==> config.mk <==
export PLATFORM = sky130hd
export DESIGN_NAME = sm_display_scan
export DESIGN_NICKNAME = d
export VERILOG_FILES = /design/src/rtl/sm_display_scan.sv
export SDC_FILE = /design/constraint.sdc
export NUM_CORES = 1
export LEC_CHECK = 0
export CAP_MARGIN = 20
export CORE_UTILIZATION = 58
export DETAILED_ROUTE_END_ITERATION = 6
export GPL_ROUTABILITY_DRIVEN = 0
export PLACE_DENSITY = 0.81
export SLEW_MARGIN = 40
export SYNTH_ARGS = -nofsm -noshare
export SYNTH_HDL_FRONTEND = slang
export SYNTH_SLANG_ARGS = --single-unit
==> constraint.sdc <==
create_clock -name CLK -period 5.2 [get_ports CLK]
set_clock_uncertainty 0.1 [all_clocks]
set_input_delay 1.04 -clock CLK [delete_from_list [all_inputs] [get_ports CLK]]
set_output_delay 1.04 -clock CLK [all_outputs]
set_load 0.02 [all_outputs]
==> src/rtl/sm_display_scan.sv <==
// Three-digit multiplexed 7-segment scanner for a sign-magnitude result (-15..+15).
// New results are staged in a pending register and become visible only at a frame boundary.
module sm_display_scan #(
   parameter int unsigned REFRESH_DIV = 50000
) (
   input  logic       CLK,
   input  logic       RST,
   input  logic       LOAD,
   input  logic       SGN,
   input  logic [3:0] MAG,
   input  logic       BLANK,
   output logic [2:0] AN,
   output logic [6:0] SEG,
   output logic       FRAME
);

   localparam int unsigned CNT_W = (REFRESH_DIV > 1) ? $clog2(REFRESH_DIV) : 1;
   localparam logic [CNT_W-1:0] CNT_MAX = CNT_W'(REFRESH_DIV - 1);

   localparam logic [6:0] SEG_BLANK = 7'b1111111;
   localparam logic [6:0] SEG_DASH  = 7'b0111111;

   typedef enum logic [1:0] {
      S_UNITS = 2'd0,
      S_TENS  = 2'd1,
      S_SIGN  = 2'd2
   } state_e;

   state_e           state_q, state_d;
   logic [CNT_W-1:0] cnt_q, cnt_d;
   logic             pend_sgn_q, pend_sgn_d;
   logic [3:0]       pend_mag_q, pend_mag_d;
   logic             shown_sgn_q, shown_sgn_d;
   logic [3:0]       shown_mag_q, shown_mag_d;
   logic             frame_q, frame_d;
   logic             tick_c;
   logic             boundary_c;
   logic             tens_c;
   logic [3:0]       units_c;

   function automatic logic [6:0] glyph(input logic [3:0] d);
      case (d)
         4'd0:    glyph = 7'b1000000;
         4'd1:    glyph = 7'b1111001;
         4'd2:    glyph = 7'b0100100;
         4'd3:    glyph = 7'b0110000;
         4'd4:    glyph = 7'b0011001;
         4'd5:    glyph = 7'b0010010;
         4'd6:    glyph = 7'b0000010;
         4'd7:    glyph = 7'b1111000;
         4'd8:    glyph = 7'b0000000;
         4'd9:    glyph = 7'b0010000;
         default: glyph = SEG_BLANK;
      endcase
   endfunction

   // State register
   always_ff @(posedge CLK) begin
      if (RST) begin
         state_q     <= S_UNITS;
         cnt_q       <= '0;
         pend_sgn_q  <= 1'b0;
         pend_mag_q  <= 4'd0;
         shown_sgn_q <= 1'b0;
         shown_mag_q <= 4'd0;
         frame_q     <= 1'b0;
      end else begin
         state_q     <= state_d;
         cnt_q       <= cnt_d;
         pend_sgn_q  <= pend_sgn_d;
         pend_mag_q  <= pend_mag_d;
         shown_sgn_q <= shown_sgn_d;
         shown_mag_q <= shown_mag_d;
         frame_q     <= frame_d;
      end
   end

   // Next-state: prescaler, scan rotation, pending/shown staging
   always_comb begin
      tick_c      = (cnt_q == CNT_MAX);
      boundary_c  = tick_c && (state_q == S_SIGN);
      cnt_d       = tick_c ? '0 : cnt_q + CNT_W'(1);
      state_d     = state_q;
      pend_sgn_d  = pend_sgn_q;
      pend_mag_d  = pend_mag_q;
      shown_sgn_d = shown_sgn_q;
      shown_mag_d = shown_mag_q;
      frame_d     = boundary_c;

      if (tick_c) begin
         case (state_q)
            S_UNITS: state_d = S_TENS;
            S_TENS:  state_d = S_SIGN;
            default: state_d = S_UNITS;
         endcase
      end
      // shown takes the old pending value even when LOAD coincides with the boundary
      if (boundary_c) begin
         shown_sgn_d = pend_sgn_q;
         shown_mag_d = pend_mag_q;
      end
      if (LOAD) begin
         pend_sgn_d = SGN;
         pend_mag_d = MAG;
      end
   end

   // Output decode from registered state and shown value
   always_comb begin
      tens_c  = (shown_mag_q >= 4'd10);
      units_c = tens_c ? shown_mag_q - 4'd10 : shown_mag_q;
      AN      = 3'b111;
      SEG     = SEG_BLANK;
      case (state_q)
         S_UNITS: begin
            AN  = 3'b110;
            SEG = glyph(units_c);
         end
         S_TENS: begin
            AN  = 3'b101;
            SEG = tens_c ? glyph(4'd1) : SEG_BLANK;
         end
         S_SIGN: begin
            AN  = 3'b011;
            SEG = (shown_sgn_q && (shown_mag_q != 4'd0)) ? SEG_DASH : SEG_BLANK;
         end
         default: begin
            AN  = 3'b111;
            SEG = SEG_BLANK;
         end
      endcase
      if (BLANK) AN = 3'b111;
   end

   assign FRAME = frame_q;

endmodule
# == Yosys cells after proc, flatten, opt, wreduce, memory -nomap -nowiden ==
# Memory sizes are Yosys's and may differ from the RTL's.
# Cells that the tools add are included.
# op_classes
addsub,2
n_lt_le_gt_ge,1
n_eq_ne,3
n_mux,7
n_reduce_logical,5
# ops
op,n
case mux 7 bit (3 select lines),1
adder 16 x 1 -> 16 bit (second input constant),1
== test 16 bit (second input constant),1
case mux 3 bit (3 select lines),1
two-way mux 7 bit,1
two-way mux 3 bit,2
>= comparator 4 bit (second input constant),1
two-way mux 4 bit,1
case mux 2 bit (2 select lines),1
nonzero test 4 bit,1
subtractor 4 bit (second input constant),1
== test 2 x 1 -> 1 bit (second input constant),1
== test 2 bit (second input constant),1
logical AND 1 bit,2
logical NOT 2 bit,1
OR reduction 2 bit,1
# word_totals
reg_bits,29
rom_bits,112
inputBits,9
mem_count,1
# mem_list
memory,words,word_bits,rd,rd_ports_with_merged_regs,write_ports,line,text
(no name shown),16,7,1,0,0,42,case (d)

# == Depth between registers and ports, before layout ==
# Gate-level depths: netlist of the first run.
# logic_depth
word_depth,4
depth_mapped,9
ltp_nobuf,8

# == Least setup slack after synthesis of the first run ==
# No wires, ideal clock.
# synth_path
path_type,register to output
start,reg shown_mag_q[1]
end,out SEG[1]
arrival_time_ps,2162
path_slack_ps,1898
path_stages_with_launch,9
path_buffers,1
path_cell_list,dfxtp_1 -> clkbuf_1 -> inv_1 -> o21ai_0 -> ha_1 -> nor2b_1 -> o21ai_0 -> a2bb2oi_1 -> o21ai_0
# synth_between
elab_chain_len,4
word_cells_on_any_way,6
# synth_lines
item,line,text
"start, declared",34,"logic [3:0] shown_mag_q, shown_mag_d;"
"start signal, assigned",73,shown_mag_q <= shown_mag_d;
subtractor 4 bit or >= comparator 4 bit (tied branches),"111, 110",
two-way mux 4 bit,111,units_c = tens_c ? shown_mag_q - 4'd10 : shown_mag_q;
memory (16 x 7 bit),--,
case mux 7 bit (3 select lines) *,114,case (state_q)
"end, declared",13,"output logic [6:0] SEG,"
# Every way passes the cells marked *; elsewhere a longest branch is shown, timed or not.

# == Final worst setup path of the first run ==
# Same ends and word-level chain as after synthesis.

==> flow_summary.toml, run 1 <==
[die]
coreArea_sq_mm = 0.00276
die_w_um = 56.0
rows = 19
die_h_um = 56.0
initial_utilization = 0.614
io_pins = 20
die_area_sq_mm = 0.00314

[placement]
numPortBuffers = 19
pre_cts_slack_ns = 1.51
place_area_sq_mm = 0.00185
dp.cells = 244
dp_hpwl_um = 2510

[synth]
synth.avg_cell_area_sq_um = 8.22
yosysTopAreaCell = "dfxtp_1"
synth_warnings = 0
synth_adder_area_share = 0.0886
synth_area_leaders = "dfxtp_1, ha_1, nor2_1"
synth.mux.area_fraction = 0.0414
ys_seq_area_frac = 0.343
synth.distinct_cells = 34
synth_top_family_by_area = "simple AND/OR/NAND/NOR gates"
synth_edf_count = 0
ys_ff_latch = 29
synth_compound_area_frac = 0.151
syn_nets = 227
yosysTopAreaCellShare = 0.343
synthCells = 206
ys_async_sr_fraction = 0
yosys.area_share.simple = 0.235
ys.flop_type = "dfxtp_1"
synth_xor_area_frac = 0.0724
netlist_area_sq_mm = 0.00169

[cells_and_area]
multi_input_comb_area_sq_um = 996
fin_nets = 241
nFillCells = 241
drive_gt1_frac = 0.0364
fin_cells = 251
final_core_util = 0.690
diodes = 0
syn2layout_area_growth_pct = 12.3
design_area_sq_mm = 0.00190
regArea_sq_um = 581

[clock_tree]
clkLatencyLatePin_ns = 0.33
clk_pin_slew_ns = 0.08
htreeDepth = 2
cts_root_buffer = "clkbuf_4"
hold_buffers = 0
post_cts_buffers = 0
clock-sinks = 29
numCtsBuffers = 5
cts_tree = "yes"
ctsLongestPathBuffers = 2
cts-resized-gates = 0

[job]
max-cap-violations = 0

[timing]
fmax_mhz = 247
fin_tns_setup_ns = 0
fin_crit_sh = 0.778
hold_viol_final = 0
worst_slack_ns = 1.15
period_needed_ns = 4.05
rsz0062_at_grt = "no"
report.final.slew_viol_count = 0
finalSetupViolations = 0
worst_pin_slew_ns = 0.726
slew_headroom = 0.511

[status]
status = "finished clean"

[drt]
drc_errors = 0
wl_um = 3290
wl_per_cell_um = 13.1
ant_nets = 0
drt-initial-drc-count = 64
dr.pass1.iters = 4
via_per_inst = 5.81
vias = 1458

[power_and_ir_drop]
ir_worst_vdd_mv = 0.173
p_leak_nw = 0.668
power.density_mw_per_mm2 = 202

[setup_path]
cpMostUsedCell = "o21ai_0"
cp_max_fo = 13
endpoint_kind = "output port"
path_class = "flip-flop to output port"
cp-start-kind = "flip-flop"
crit_path_max_incr_delay_ns = 0.62
cpMaxStageDelayCell = "clkdlybuf4s50_1"
arrival_ns = 2.91
cp_cell_sequence = "inv_1 -> o21ai_0 -> ha_1 -> nor2b_1 -> o21ai_0 -> a2bb2oi_1 -> o21ai_0 -> clkdlybuf4s50_1"
required_ns = 4.06

[worst_hold_path]
hold_class = "flip-flop to flip-flop"

[grt]
grt_pass1_vias = 1426
antenna_found_initial = 0
grt_max_degree = 19
groute.usage.overall = 0.243
grt_pass1_wl_um = 6000
grt-ovfl-total = 0
[routing by layer]
metal,GRT usage,vias to the layer above,wire length (um)
met5,0,-,0
met4,0.105,0,72
met3,0.0791,10,133
met2,0.437,30,1710
met1,0.257,668,1370
li1,-,750,-
[registers in the layout, indices dropped and copies added (netlist names)]
name         count
shown_sgn_q      1
pend_sgn_q       1
pend_mag_q       4
cnt_q           16
FRAME            1
shown_mag_q      4
state_q          2
[synth_stat cells, types with 2 or more instances]
cell type  count
or4_1          2
nor3_1         5
clkbuf_1       9
a211oi_1       2
nor2b_1        2
nor2_1        31
mux2i_1        7
a21oi_1       11
nand4_1        3
nand2_1        5
buf_6          2
nand2b_1       5
o31ai_1        2
nor4_1         5
nand3_1       10
o21ai_0       22
a32oi_1        2
a311oi_1       2
nand3b_1       3
dfxtp_1       29
ha_1          12
xnor2_1       13
inv_1         11
[layout make-up]
type / count / share of cell area
clock buffer: 7 / 0.0289
inverter: 11 / 0.0217
multi-input combinational: 154 / 0.524
sequential: 29 / 0.305
tap: 31 / 0.0204
timing repair buffer: 19 / 0.100
[final timing paths]
kind	from	end	slack [ns]	cells after the start
setup / recovery	shown_mag_q[1]	SEG[1]	1.15	8
hold / removal	cnt_q[0]	cnt_q[0]	0.37	1
setup reg to reg	cnt_q[12]	shown_mag_q[1]	2.99	4
hold reg to reg	cnt_q[0]	cnt_q[0]	0.37	1
[power breakdown]
group	leakage, nW	switching, mW	internal, mW
Combinational	0.401	0.00849	0.0110
Clock	0.0314	0.0707	0.0637
Sequential	0.235	0.00319	0.226
Total	0.668	0.0824	0.301
[kinds of logic (layout without fill, tap and decap cells)]
family / Yosys count / in the layout
flops: 29 / 29
mux: 7 / 7
buf+inv: 23 / 37
xor+xnor: 14 / 14
fa+ha+maj: 12 / 12
compound gates: 44 / 44
simple gates: 77 / 77
[stage by stage]
| stage | power [mW] | hold slack (ns) |
|---|---|---|
| CTS | 0.388 | 0.374 |
| finish | 0.383 | 0.371 |
| global route | 0.401 | 0.406 |
| global placement | 0.253 | 0.349 |
| floorplan | 0.247 | 0.329 |
| detailed placement | 0.254 | 0.357 |
[layout by cell type, fill, tap and decap left out, drive strengths merged]
| cell | n |
|---|---|
| a21oi | 11 |
| clkdlybuf4s50 | 19 |
| or3 | 1 |
| a2bb2oi | 1 |
| dfxtp | 29 |
| nand2 | 5 |
| nor3 | 5 |
| clkbuf | 7 |
| ha | 12 |
| o31ai | 2 |
| nand3 | 11 |
| mux2i | 7 |
| or4 | 2 |
| a311o | 1 |
| o21ai | 22 |
| nand4 | 3 |
| nor4 | 5 |
| a211oi | 2 |
| a32oi | 2 |
| xor2 | 1 |
| nand3b | 3 |
| inv | 11 |
| or4bb | 1 |
| and3 | 1 |
| nor2b | 2 |
| nand4b | 1 |
| a31oi | 1 |
| a311oi | 2 |
| nor2 | 31 |
| nand2b | 6 |
| xnor2 | 13 |
[critical path: cells and delay by family (launching register included)]
kind / cells / cell delay, ns
simple gates: 1 / 0.14
buf+inv: 2 / 0.81
flops: 1 / 0.52
fa+ha+maj: 1 / 0.34
compound gates: 4 / 0.78
(Power assumes the default switching activity.)
==> run 2, diff against run 1 <==
Settings changed: CORE_UTILIZATION 58 to 55, PLACE_DENSITY 0.81 to 0.78.
Clock period 5.2 ns to 3.8 ns, I/O delays scaled along.
==> run 2 against run 1 <==
- the flow now finishes with violations (DRC)
- clock power up 96%
- routed wire length up 6.7%
- critical path depth is 1 lower
- combinational power grew 37%
- largest cell class unchanged
- non-clock buffer count is 1 higher
- utilization shrank 0.37 points
- global-route usage shrank 0.82 points
- power grew 57%
==> flow_summary.toml, run 2 (synthesized netlist as in run 1, its figures left out) <==
[timing]
fmax_mhz = 279
report.final.slew_viol_count = 0
period_needed_ns = 3.59
hold_viol_final = 0
slew_headroom = 0.439
finalSetupViolations = 0
worst_pin_slew_ns = 0.834
fin_crit_sh = 0.943
fin_tns_setup_ns = 0
rsz0062_at_grt = "no"

[clock_tree]
ctsLongestPathBuffers = 2
cts_tree = "yes"
htreeDepth = 2
clkLatencyLatePin_ns = 0.33
numCtsBuffers = 5
clk_pin_slew_ns = 0.08
cts_root_buffer = "clkbuf_4"
hold_buffers = 0
clock-sinks = 29

[setup_path]
endpoint_kind = "output port"
arrival_ns = 2.73
cp_cell_sequence = "inv_1 -> ha_1 -> nand2_1 -> a21oi_1 -> o21ai_0 -> a311o_1 -> clkdlybuf4s50_1"
required_ns = 2.94
cp-start-kind = "flip-flop"
cp_max_fo = 11
cpMaxStageDelayCell = "dfxtp_1"
path_class = "flip-flop to output port"
crit_path_max_incr_delay_ns = 0.55

[die]
coreArea_sq_mm = 0.00283
die_area_sq_mm = 0.00331
initial_utilization = 0.599
die_h_um = 57.5
io_pins = 20
die_w_um = 57.5
rows = 19

[power_and_ir_drop]
power.density_mw_per_mm2 = 311
ir_worst_vdd_mv = 0.250
p_leak_nw = 0.688

[drt]
ant_nets = 0
wl_um = 3510
drc_errors = 3
wl_per_cell_um = 13.9
dr.pass1.iters = 7
vias = 1478
drt-initial-drc-count = 84
via_per_inst = 5.84

[cells_and_area]
nFillCells = 240
fin_cells = 253
top_regs = "cnt_q: 16 flops, pend_mag_q: 4 flops, shown_mag_q: 4 flops"
fin_nets = 242
drive_gt1_frac = 0.0495
final_core_util = 0.686
syn2layout_area_growth_pct = 14.5
top_register = "cnt_q"
diodes = 0
layout_commonest_cell = "nor2_1"
largest_reg_flops = 16
layout_common_cells = "nor2_1, dfxtp_1, o21ai_0"

[grt]
antenna_found_initial = 0
groute.usage.overall = 0.235
grt_pass1_vias = 1385
grt_max_degree = 17
grt_pass1_wl_um = 5890
grt-ovfl-total = 0

[status]
status = "finished, violations left"
violations = "DRC"

[placement]
dp_hpwl_um = 2530
dp.cells = 245
numPortBuffers = 19

[worst_hold_path]
hold_class = "flip-flop to flip-flop"

[job]
max-cap-violations = 0
## run 2: changes by cell type in the layout (fill, tap and decap cells not counted)
cell / delta
dfxtp_2: +1
o21ai_1: +1
buf_4: +1
dfxtp_1: -1
bufinv_16: +1
o21ai_0: -1
## run 2: critical path: cells and delay by family (launching register included)
family	cells	cell delay, ns
DFF	1	0.55
and+or+nand+nor	1	0.16
AOI/OAI and AO/OA	3	0.57
buffers and inverters	2	0.68
adders and majority gates	1	0.45
## run 2: final cells by class
type | count | area (sq um) | share of cell area
flip-flops and latches | 29 | 582 | 0.300
repair buffers | 20 | 198 | 0.102
well taps | 31 | 38.8 | 0.0200
multi-input cells | 154 | 996 | 0.513
inverters | 11 | 41.3 | 0.0213
clock buffers | 7 | 55.1 | 0.0284
clock inverters | 1 | 30.0 | 0.0155
## run 2: path summary, 6_finish.rpt
kind              cells past startpoint              to  slack (ns)      startpoint
hold reg to reg                       1        cnt_q[0]        0.36        cnt_q[0]
setup reg to reg                      4  shown_mag_q[3]        1.56       cnt_q[11]
hold / removal                        1        cnt_q[0]        0.36        cnt_q[0]
setup / recovery                      7          SEG[4]        0.21  shown_mag_q[2]
## run 2: what timing repair did
action,CTS,global route
resized for setup,0,2
buffers inserted,0,0
endpoints found under the setup margin,0,6
endpoints found under the hold margin,0,0
## run 2: per-layer routing
metal  GRT usage  part of all wire
met5           0                 0
met4       0.136             0.021
met3      0.0658             0.040
met2       0.434              0.54
met1       0.232              0.40
## run 2: report_power, final
group / switching [mW] / leakage [nW] / internal, mW
Sequential: 0.00431 / 0.236 / 0.310
Clock: 0.105 / 0.0455 / 0.157
Combinational: 0.0118 / 0.407 / 0.0150
Total: 0.121 / 0.688 / 0.482
## run 2: metrics by stage
| stage | setup WS [ns] | hold slack (ns) | power [mW] | instance area (sq um) |
|---|---|---|---|---|
| 6_report | 0.215 | 0.364 | 0.603 | 1940 |
| 5_1_grt | 0.0471 | 0.381 | 0.627 | 1940 |
| 4_1_cts | 0.0199 | 0.368 | 0.610 | 1940 |
| 3_5_place_dp | 0.386 | 0.347 | 0.348 | 1850 |
| 3_3_place_gp | 0.542 | 0.341 | 0.346 | 1850 |
| 2_1_floorplan | 0.778 | 0.329 | 0.338 | 1690 |
